[src/rtl/fetch_stage.sv]
// fetch_stage: instruction-fetch stage. Owns the architectural PC, issues
// instruction-memory requests with a req/ready handshake, and loads the IF/ID
// register. A word returned while the hazard unit stalls is parked in a hold
// buffer (HOLD state) and replayed later, so it is never fetched twice.
module fetch_stage #(
  parameter logic [31:0] RESET_PC = 32'h0000_3000
) (
  input  logic        clk,
  input  logic        reset_n,
  input  logic [31:0] npc,
  output logic [31:0] pc,
  input  logic        stall,
  input  logic        flush,
  output logic        imem_req,
  output logic [31:0] imem_addr,
  input  logic        imem_ready,
  input  logic [31:0] imem_rdata,
  output logic        id_valid,
  output logic [31:0] id_pc,
  output logic [31:0] id_instr,
  output logic        fetch_busy
);

  localparam logic [0:0] S_FETCH = 1'b0;
  localparam logic [0:0] S_HOLD  = 1'b1;

  logic [0:0]  state_q, state_d;
  logic [31:0] pc_q, pc_d;
  logic [31:0] hold_q, hold_d;
  logic        id_valid_q, id_valid_d;
  logic [31:0] id_pc_q, id_pc_d;
  logic [31:0] id_instr_q, id_instr_d;

  logic        in_fetch;
  logic        got_word;
  logic [31:0] word;
  logic [31:0] npc_aligned;

  assign in_fetch    = (state_q == S_FETCH);
  // In HOLD a word is always available (the parked one); in FETCH only on ready.
  assign got_word    = in_fetch ? imem_ready : 1'b1;
  assign word        = in_fetch ? imem_rdata : hold_q;
  assign npc_aligned = {npc[31:2], 2'b00};

  // Next-state: flush beats stall; a word is consumed on advance or parked on stall.
  always_comb begin
    state_d    = state_q;
    pc_d       = pc_q;
    hold_d     = hold_q;
    id_valid_d = id_valid_q;
    id_pc_d    = id_pc_q;
    id_instr_d = id_instr_q;
    if (flush) begin
      // Wrong-path word is dropped; PC only moves if a word actually completed,
      // so a flush during a memory wait keeps the outstanding address stable.
      id_valid_d = 1'b0;
      id_instr_d = 32'h0;
      state_d    = S_FETCH;
      if (got_word) pc_d = npc_aligned;
    end else if (got_word && !stall) begin
      id_valid_d = 1'b1;
      id_pc_d    = pc_q;
      id_instr_d = word;
      pc_d       = npc_aligned;
      state_d    = S_FETCH;
    end else if (got_word) begin
      hold_d  = word;
      state_d = S_HOLD;
    end else if (!stall) begin
      // Memory wait with downstream free: push a bubble, keep id_pc.
      id_valid_d = 1'b0;
      id_instr_d = 32'h0;
    end
  end

  // State registers with asynchronous active-low reset.
  always_ff @(posedge clk or negedge reset_n) begin
    if (!reset_n) begin
      state_q    <= S_FETCH;
      pc_q       <= RESET_PC;
      hold_q     <= 32'h0;
      id_valid_q <= 1'b0;
      id_pc_q    <= 32'h0;
      id_instr_q <= 32'h0;
    end else begin
      state_q    <= state_d;
      pc_q       <= pc_d;
      hold_q     <= hold_d;
      id_valid_q <= id_valid_d;
      id_pc_q    <= id_pc_d;
      id_instr_q <= id_instr_d;
    end
  end

  // Request/busy are gated by reset so nothing is issued while reset is held.
  assign imem_req   = reset_n & in_fetch;
  assign fetch_busy = reset_n & in_fetch & ~imem_ready;
  assign imem_addr  = pc_q;
  assign pc         = pc_q;
  assign id_valid   = id_valid_q;
  assign id_pc      = id_pc_q;
  assign id_instr   = id_instr_q;

endmodule

[config.mk]
export PLATFORM = sky130hd
export DESIGN_NAME = fetch_stage
export DESIGN_NICKNAME = d
export VERILOG_FILES = /design/src/rtl/fetch_stage.sv
export SDC_FILE = /design/constraint.sdc
export NUM_CORES = 1
export LEC_CHECK = 0
export BUFFER_PORTS_ARGS = -buffer_cell sky130_fd_sc_hd__buf_4
export CAP_MARGIN = 15
export CORE_MARGIN = 2
export CORE_UTILIZATION = 44
export CTS_CLUSTER_SIZE = 20
export DETAILED_ROUTE_END_ITERATION = 10
export GPL_ROUTABILITY_DRIVEN = 0
export MAX_ROUTING_LAYER = met4
export PLACE_DENSITY = 0.76
export SLEW_MARGIN = 10
export SYNTH_ARGS = -nofsm -noshare
export SYNTH_HDL_FRONTEND = slang
export SYNTH_SLANG_ARGS = --single-unit
[constraint.sdc]
create_clock -name clk -period 1.6 [get_ports clk]
set_clock_uncertainty 0.05 [all_clocks]
set_input_delay 0.08 -clock clk [delete_from_list [all_inputs] [get_ports clk]]
set_output_delay 0.08 -clock clk [all_outputs]
set_load 0.1 [all_outputs]
==> results.cfg, run 1 <==
[route]
drt_wl_total_um = 12620
dr_wl_met2_um = 6344
wl_met3_um = 819
wl_per_cell_um = 16.34
drt_drc_violations_left = 0
wl_met1_um = 5150
via_count = 3813
highest_layer = met4
drt-initial-drc-count = 143
drt_pre_antenna_iters = 4
antenna_left = 0
vias_per_cell = 4.939

[outcome]
status = completed

[logic_synthesis]
synthMostInstantiatedCell = dfrtp_1
ys_warn_count = 0
seq_area_frac_synth = 0.5894
synthArstFlopShare = 1.000
synth_common_cells = dfrtp_1 (124), mux2_2 (64), buf_4 (41)
synth_edf_count = 0
syn_inst = 383
synth.avg_cell_area_um2 = 13.98
synth_top_area_share = 0.5796
synth_area_leaders = dfrtp_1 (58%), mux2_2 (13%), mux2_4 (7.6%)
synth_largest_area_cell = dfrtp_1
synthFlopType = dfrtp_1
ys_types = 21
synth-seq-cells = 126
netlist_area_um2 = 5354

[placed_design]
placed_cell_area_um2 = 6759
place_ws_ns = -0.01105
port_buffers = 191
hpwl_um = 8077

[timing]
min_period_ns = 1.539
clock.fmax_mhz = 649.9
hold_slack_ns = 0.07913
hold_viol = 0
drv_slew = 0
worstMarginPinSlew_ns = 0.6678
maxSlewHeadroom = 0.5548
finalSetupViolCount = 0
setup_slack_ns = 0.06139
period_share = 0.9616

[layout]
layout.nets = 687
finalInstanceArea_um2 = 7979
syn2layout_area_growth_pct = 49.03
diodes = 0
drive_gt1_frac = 0.5264

[grt]
gr-total-overflow = 0
grt_pass1_vias = 4034
grt_pass1_wl_um = 19980
antenna_found_initial = 0
grt_max_degree = 73
track_usage = 0.2065

[power_and_ir_drop]
p_sw_frac = 0.4463
vdd_drop_max_mv = 0.8489
p_int_mw = 7.226
switching_power_mw = 5.824
p_clk_frac = 0.253
p_leak_nw = 3.841
power_density_nw_per_um2 = 1636
p_comb_frac = 0.433
seqPwrFrac = 0.314

[critical_path]
critPathSlowestCell = dfrtp_2
cp-end-kind = primary output
path_cells = nor2_4 > buf_6 > and2_4 > buf_12
reg2reg_depth = 4
path_delay_family = flip-flops
worst-path-buf-inv = 2
critPathMaxStageDelay_ns = 0.44
cp_max_fo = 4
worst_ep_arrival_time_ns = 1.41
cp.depth = 4
cp.required_ns = 1.47
cp-start-kind = register
crit_type = reg2out

[clock_tree]
clk_latency_ns = 0.41
cts_buffer_depth = 2
clock_sinks = 126
htree_num_levels = 4
clk_pin_slew_ns = 0.05
cts_inserted_buffers = 17
cts_tree = built
root_buffer = clkbuf_16

[floorplan]
start_util = 0.4476
boundaryPins = 200
chipWidth_um = 114.3
core-area_um2 = 11960
dieArea_um2 = 13070
dieHeight_um = 114.3
rows = 40

[run]
drv_cap = 0

[worst_hold_path]
hold_depth = 5
min_path_type = in2reg
==> registers in the layout (all words and copies together), names as in the netlist <==
signal     cells
id_instr      32
id_valid       1
hold_q        32
imem_addr     30
id_pc         30
state_q        1
==> final timing paths <==
path | from | endpoint | slack (ns)
min in group asynchronous | reset_n | imem_addr[25]$_DFFE_PN0P_ | 0.30
hold reg to reg | id_instr[2]$_DFFE_PN0P_ | id_instr[2]$_DFFE_PN0P_ | 0.43
hold / removal | flush | id_instr[2]$_DFFE_PN0P_ | 0.08
max in group asynchronous | reset_n | state_q$_DFFE_PN0P_ | 0.60
setup / recovery | state_q$_DFFE_PN0P_ | fetch_busy | 0.06
setup reg to reg | state_q$_DFFE_PN0P_ | id_pc[17]$_DFFE_PN0P_ | 0.07
==> worst min-delay path, delay by kind of cell <==
family	cells	cell delay (ns)
buf+inv	2	0.23
simple gates	2	0.11
compound gates	1	0.06
==> placed cells by master, fill, tap and decap left out, drive strengths merged <==
| master | count |
|---|---|
| and2 | 1 |
| nor2 | 2 |
| and3b | 1 |
| conb | 6 |
| nor2b | 3 |
| dlygate4sd3 | 64 |
| dfstp | 2 |
| clkinv | 3 |
| buf | 204 |
| clkbuf | 23 |
| mux2 | 92 |
| o21ai | 32 |
| bufbuf | 1 |
| nand2 | 34 |
| dfrtp | 124 |
| mux2i | 32 |
| or3 | 1 |
==> stage by stage <==
| stage | TNS (ns) | power [mW] | instances | util |
|---|---|---|---|---|
| 6_report | 0 | 13.05 | 772 | 0.6671 |
| 2_1_floorplan | 0 | 8.578 | 388 | - |
| 5_1_grt | -0.02024 | 13.51 | 772 | 0.6671 |
| 4_1_cts | 0 | 13.16 | 772 | 0.6659 |
| 3_3_place_gp | 0 | 9.577 | 681 | 0.5651 |
| 3_5_place_dp | -0.1589 | 9.653 | 681 | 0.5651 |
==> logic make-up after synthesis <==
kind of cell           share of synthesized area
DFF                                       0.5894
and+or+nand+nor                          0.03319
buffers and inverters                    0.07455
muxes                                     0.2723
other                                  0.0007004
AOI/OAI and AO/OA                        0.02991
==> power by group through the flow <==
stage | sequential (mW) | combinational, mW | clock, mW
2_1_floorplan | 6.74 | 1.84 | 0
3_3_place_gp | 4.12 | 5.46 | 0
3_5_place_dp | 4.14 | 5.51 | 0
4_1_cts | 4.10 | 5.66 | 3.40
5_1_grt | 4.17 | 5.80 | 3.54
6_report | 4.10 | 5.65 | 3.30
==> layer usage <==
layer / global-route usage / vias to the layer above
met5: - / -
met2: 0.3381 / 160
met4: 0.09187 / 0
li1: - / 1745
met1: 0.2333 / 1880
met3: 0.06511 / 28
==> area by class of cell <==
| type | instances | area (um^2) |
|---|---|---|
| Clock inverter | 3 | 15.01 |
| Fill cell | 830 | 3983 |
| Multi-Input combinational cell | 204 | 1848 |
| Tap cell | 147 | 183.9 |
| Sequential cell | 126 | 3157 |
| Timing Repair Buffer | 269 | 2287 |
| Clock buffer | 23 | 488.0 |
==> repair_timing <==
action	in CTS	in global routing
setup endpoints to repair	29	1
hold buffers	64	0
resized for setup	8	3
cloned	1	0
endpoints found under the hold margin	219	0
setup buffers	0	0
Note: power is estimated with default switching activity, not from simulation.
==> inputs of run 2 (changes only) <==
--- a/config.mk
+++ b/config.mk
@@ -13,7 +13,7 @@
 export DETAILED_ROUTE_END_ITERATION = 10
 export GPL_ROUTABILITY_DRIVEN = 0
 export MAX_ROUTING_LAYER = met4
-export PLACE_DENSITY = 0.76
+export PLACE_DENSITY = 0.77
 export SLEW_MARGIN = 10
 export SYNTH_ARGS = -nofsm -noshare
 export SYNTH_HDL_FRONTEND = slang
==> constraint.sdc (replaced) <==
create_clock -name clk -period 1.2 [get_ports clk]
set_clock_uncertainty 0.05 [all_clocks]
set_input_delay 0.06 -clock clk [delete_from_list [all_inputs] [get_ports clk]]
set_output_delay 0.06 -clock clk [all_outputs]
set_load 0.1 [all_outputs]
==> run 2 against run 1 <==
The flow now finishes with violations (setup timing). Non-clock buffer count is 19 higher. Critical path depth increased by 1. Global-route usage is 3.3 points higher. Core utilization increased by 12 points. Die area unchanged. Register-to-register slack lost 0.47 ns. Hold slack worse by 0.068 ns. Setup slack worse by 0.46 ns. First-iteration DRC count grew 61%. Cell area is 17% higher. Cell count up 3.2%. Sequential share of layout area down 5.4 points.
==> results.cfg, run 2 (same netlist as run 1, synthesis figures left out) <==
[clock_tree]
clock_sinks = 126
clk_pin_slew_ns = 0.05
clk_latency_ns = 0.41
htree_num_levels = 4
cts_tree = built
cts_inserted_buffers = 17
root_buffer = clkbuf_16
cts_buffer_depth = 2

[route]
vias_per_cell = 5.094
wl_per_cell_um = 20.84
drt_pre_antenna_iters = 4
drt_wl_total_um = 16610
antenna_left = 0
via_count = 4060
drt-initial-drc-count = 230
drt_drc_violations_left = 0

[critical_path]
cp.required_ns = 1.44
crit_type = reg2reg
cp_max_fo = 7
cp-start-kind = register
worst_ep_arrival_time_ns = 1.85
cp-end-kind = register

[timing]
hold_viol = 0
finalSetupViolCount = 131
worstMarginPinSlew_ns = 0.6461
tns_ns = -38.46
period_share = 1.335
clock.fmax_mhz = 624.2
rsz0062_at_grt = true
hold_slack_ns = 0.01160
setup_slack_ns = -0.4021
maxSlewHeadroom = 0.5693
min_period_ns = 1.602
drv_slew = 0

[floorplan]
boundaryPins = 200
start_util = 0.4476
chipWidth_um = 114.3
dieArea_um2 = 13070
core-area_um2 = 11960
rows = 40
dieHeight_um = 114.3

[placed_design]
hpwl_um = 8239
port_buffers = 191
dp.cells = 684
placed_cell_area_um2 = 6967
place_ws_ns = -0.3889

[grt]
grt_pass1_vias = 4335
grt_max_degree = 126
grt_pass1_wl_um = 23020
antenna_found_initial = 0
track_usage = 0.2395
gr-total-overflow = 0

[worst_hold_path]
min_path_type = in2reg

[layout]
syn2layout_area_growth_pct = 74.88
layout_common_cells = dfrtp_1 (95), buf_6 (91), buf_4 (89)
drive_gt1_frac = 0.6415
layout.cells.non_filler = 797
layout.nets = 706
finalInstanceArea_um2 = 9363
fin_util = 0.7827
diodes = 0
final_common_cell = dfrtp_1

[power_and_ir_drop]
vdd_drop_max_mv = 0.9308
power_density_nw_per_um2 = 2082
p_total_mw = 19.50
p_leak_nw = 4.465

[outcome]
failed_checks = setup timing
status = finished with violations

[run]
drv_cap = 0
-- run 2: path summary, 6_finish.rpt --
kind | endpoint | start | depth (start not counted) | slack (ns)
min in group asynchronous | id_pc[27]$_DFFE_PN0P_ | reset_n | 3 | 0.37
hold / removal | state_q$_DFFE_PN0P_ | imem_ready | 4 | 0.01
setup reg to reg | hold_q[16]$_DFFE_PN0P_ | state_q$_DFFE_PN0P_ | 5 | -0.40
max in group asynchronous | imem_addr[9]$_DFFE_PN0P_ | reset_n | 3 | 0.25
setup / recovery | hold_q[16]$_DFFE_PN0P_ | state_q$_DFFE_PN0P_ | 5 | -0.40
hold reg to reg | id_valid$_DFFE_PN0P_ | id_valid$_DFFE_PN0P_ | 2 | 0.43
-- run 2: final cells by class --
type | count | area [um^2]
multi-input combinational | 204 | 2192
clock buffer | 27 | 533.0
tap | 147 | 183.9
sequential | 126 | 3199
clock inverter | 5 | 75.07
fill | 642 | 2599
timing repair buffer | 288 | 3179
-- run 2: repair_timing --
action,in CTS,in global routing
gates cloned,6,4
endpoints found under the setup margin,196,182
pin swaps,18,7
resized for setup,158,98
hold endpoints to repair,218,0
setup buffers,5,3
hold buffers,64,0
-- run 2: power by group --
group	switching, mW	internal (mW)
Combinational	5.85	2.70
Clock	1.79	3.44
Sequential	0.699	5.01
-- run 2: per-layer routing --
layer / part of all wire / track usage
met3: 0.048 / 0.05347
met1: 0.39 / 0.2647
met5: 0 / -
met4: 0.023 / 0.09675
met2: 0.54 / 0.4198
-- run 2: critical path, stage by stage (launching register included) --
cell	delay, ns
dfrtp_2	0.41
buf_6	0.12
and3b_2	0.30
buf_6	0.16
buf_16	0.14
mux2_4	0.30
==> inputs of run 3 (changes only) <==
--- a/config.mk
+++ b/config.mk
@@ -7,8 +7,10 @@
 export LEC_CHECK = 0
 export BUFFER_PORTS_ARGS = -buffer_cell sky130_fd_sc_hd__buf_4
 export CAP_MARGIN = 15
+export CELL_PAD_IN_SITES_DETAIL_PLACEMENT = 1
+export CELL_PAD_IN_SITES_GLOBAL_PLACEMENT = 1
 export CORE_MARGIN = 2
-export CORE_UTILIZATION = 44
+export CORE_UTILIZATION = 35
 export CTS_CLUSTER_SIZE = 20
 export DETAILED_ROUTE_END_ITERATION = 10
 export GPL_ROUTABILITY_DRIVEN = 0
==> run 3 against run 2 <==
The run still ends with setup timing left. Register-to-register slack better by 0.04 ns. Sequential cell count unchanged. Die area up 25%. Fmax up 2.2%. Clock power up 1%. Critical endpoint is now id_pc[26]$_DFFE_PN0P_. Largest cell class is now buffers. Highest routed layer unchanged.
==> results.cfg, run 3 (same netlist as run 1, synthesis figures left out) <==
[outcome]
status = finished with violations
failed_checks = setup timing

[layout]
layout.cells.non_filler = 837
regArea_um2 = 3199
syn2layout_area_growth_pct = 76.72
finalInstanceArea_um2 = 9462
layout.nets = 705
multiInputGateArea_um2 = 2078
final_common_cell = dfrtp_1
drive_gt1_frac = 0.6364
fillCellCount = 1352
layout_common_cells = dfrtp_1 (95), buf_4 (77), buf_6 (77)
diodes = 0

[floorplan]
core-area_um2 = 15090
start_util = 0.3548
boundaryPins = 200
rows = 45
dieArea_um2 = 16300
dieHeight_um = 127.7
chipWidth_um = 127.7

[timing]
period_share = 1.306
min_period_ns = 1.567
drv_slew = 0
tns_ns = -38.43
setup_slack_ns = -0.3670
hold_viol = 0
hold_slack_ns = 0.001167
finalSetupViolCount = 131
rsz0062_at_grt = true
clock.fmax_mhz = 638.1

[grt]
grt_max_degree = 77
grt_pass1_vias = 4498
grt_pass1_wl_um = 25740
antenna_found_initial = 0
gr-total-overflow = 0
track_usage = 0.2156

[clock_tree]
cts_tree = built
htree_num_levels = 4
root_buffer = clkbuf_16
cts_buffer_depth = 2
clk_pin_slew_ns = 0.05
holdBufCountCts = 63
clk_latency_ns = 0.42
clock_sinks = 126
cts_inserted_buffers = 17

[route]
wl_per_cell_um = 21.84
drt_wl_total_um = 18280
antenna_left = 0
drt_drc_violations_left = 0
vias_per_cell = 4.763
drt-initial-drc-count = 129
drt_pre_antenna_iters = 6
via_count = 3987

[power_and_ir_drop]
p_leak_nw = 4.421
power_density_nw_per_um2 = 2092
vdd_drop_max_mv = 0.9105

[placed_design]
hpwl_um = 9386
dp.cells = 725
place_ws_ns = -0.4418
placed_cell_area_um2 = 7005
port_buffers = 191

[critical_path]
path_cells = nor2_2 > or3_4 > clkbuf_16 > mux2_4
worst-path-buf-inv = 1
critPathMaxStageDelay_ns = 0.43
cp-end-kind = register
worst_ep_arrival_time_ns = 1.81
cp-start-kind = register
cp.required_ns = 1.44
critPathSlowestCell = or3_4
path_delay_family = simple AND/OR/NAND/NOR gates
cp_max_fo = 7
crit_type = reg2reg

[worst_hold_path]
min_path_type = in2reg

[run]
drv_cap = 0
run 3: what timing repair did:
| item | 4_1_cts | 5_1_grt |
|---|---|---|
| resized for setup | 145 | 129 |
| endpoints found under the hold margin | 219 | 1 |
| buffers inserted | 2 | 8 |
| cloned | 2 | 6 |
| pin swaps | 3 | 11 |
| setup endpoints to repair | 214 | 215 |
run 3: worst paths after layout:
kind                                               from                      end  slack [ns]  cells past startpoint
worst max register to register      state_q$_DFFE_PN0P_    id_pc[26]$_DFFE_PN0P_       -0.37                      4
min in group asynchronous                       reset_n   hold_q[25]$_DFFE_PN0P_        0.04                      2
max in group asynchronous                       reset_n      state_q$_DFFE_PN0P_        0.30                      3
worst min register to register  id_instr[7]$_DFFE_PN0P_  id_instr[7]$_DFFE_PN0P_        0.46                      2
worst min-delay path                         imem_ready      state_q$_DFFE_PN0P_       0.001                      4
worst max-delay path                state_q$_DFFE_PN0P_    id_pc[26]$_DFFE_PN0P_       -0.37                      4
run 3: worst reg2reg max path: stages, from the launching register on:
cell	delay (ns)
dfrtp_2	0.39
nor2_2	0.05
or3_4	0.43
clkbuf_16	0.22
mux2_4	0.31
run 3: cell type report:
cell class / count / area share
timing repair buffer: 287 / 0.3532
sequential: 126 / 0.3381
clock buffer: 26 / 0.05276
multi-input combinational: 204 / 0.2197
tap: 188 / 0.02486
clock inverter: 6 / 0.01137
run 3: routing by layer:
layer / wire length (um) / global-route usage / up-vias
met1: 6900 / 0.2450 / 2033
li1: - / - / 1786
met4: 412 / 0.08727 / 0
met3: 717 / 0.04382 / 25
met5: 0 / - / -
met2: 10250 / 0.3734 / 143
run 3: power by group:
group	switching (mW)	internal, mW
logic	5.87	2.82
clock network	1.82	3.48
registers	0.784	5.01
run 3: stage by stage:
stage          utilization  power (mW)
2_1_floorplan            -       11.65
3_3_place_gp        0.4643       12.99
3_5_place_dp        0.4643       13.13
4_1_cts             0.5814       19.15
5_1_grt             0.6270       20.41
6_report            0.6270       19.79
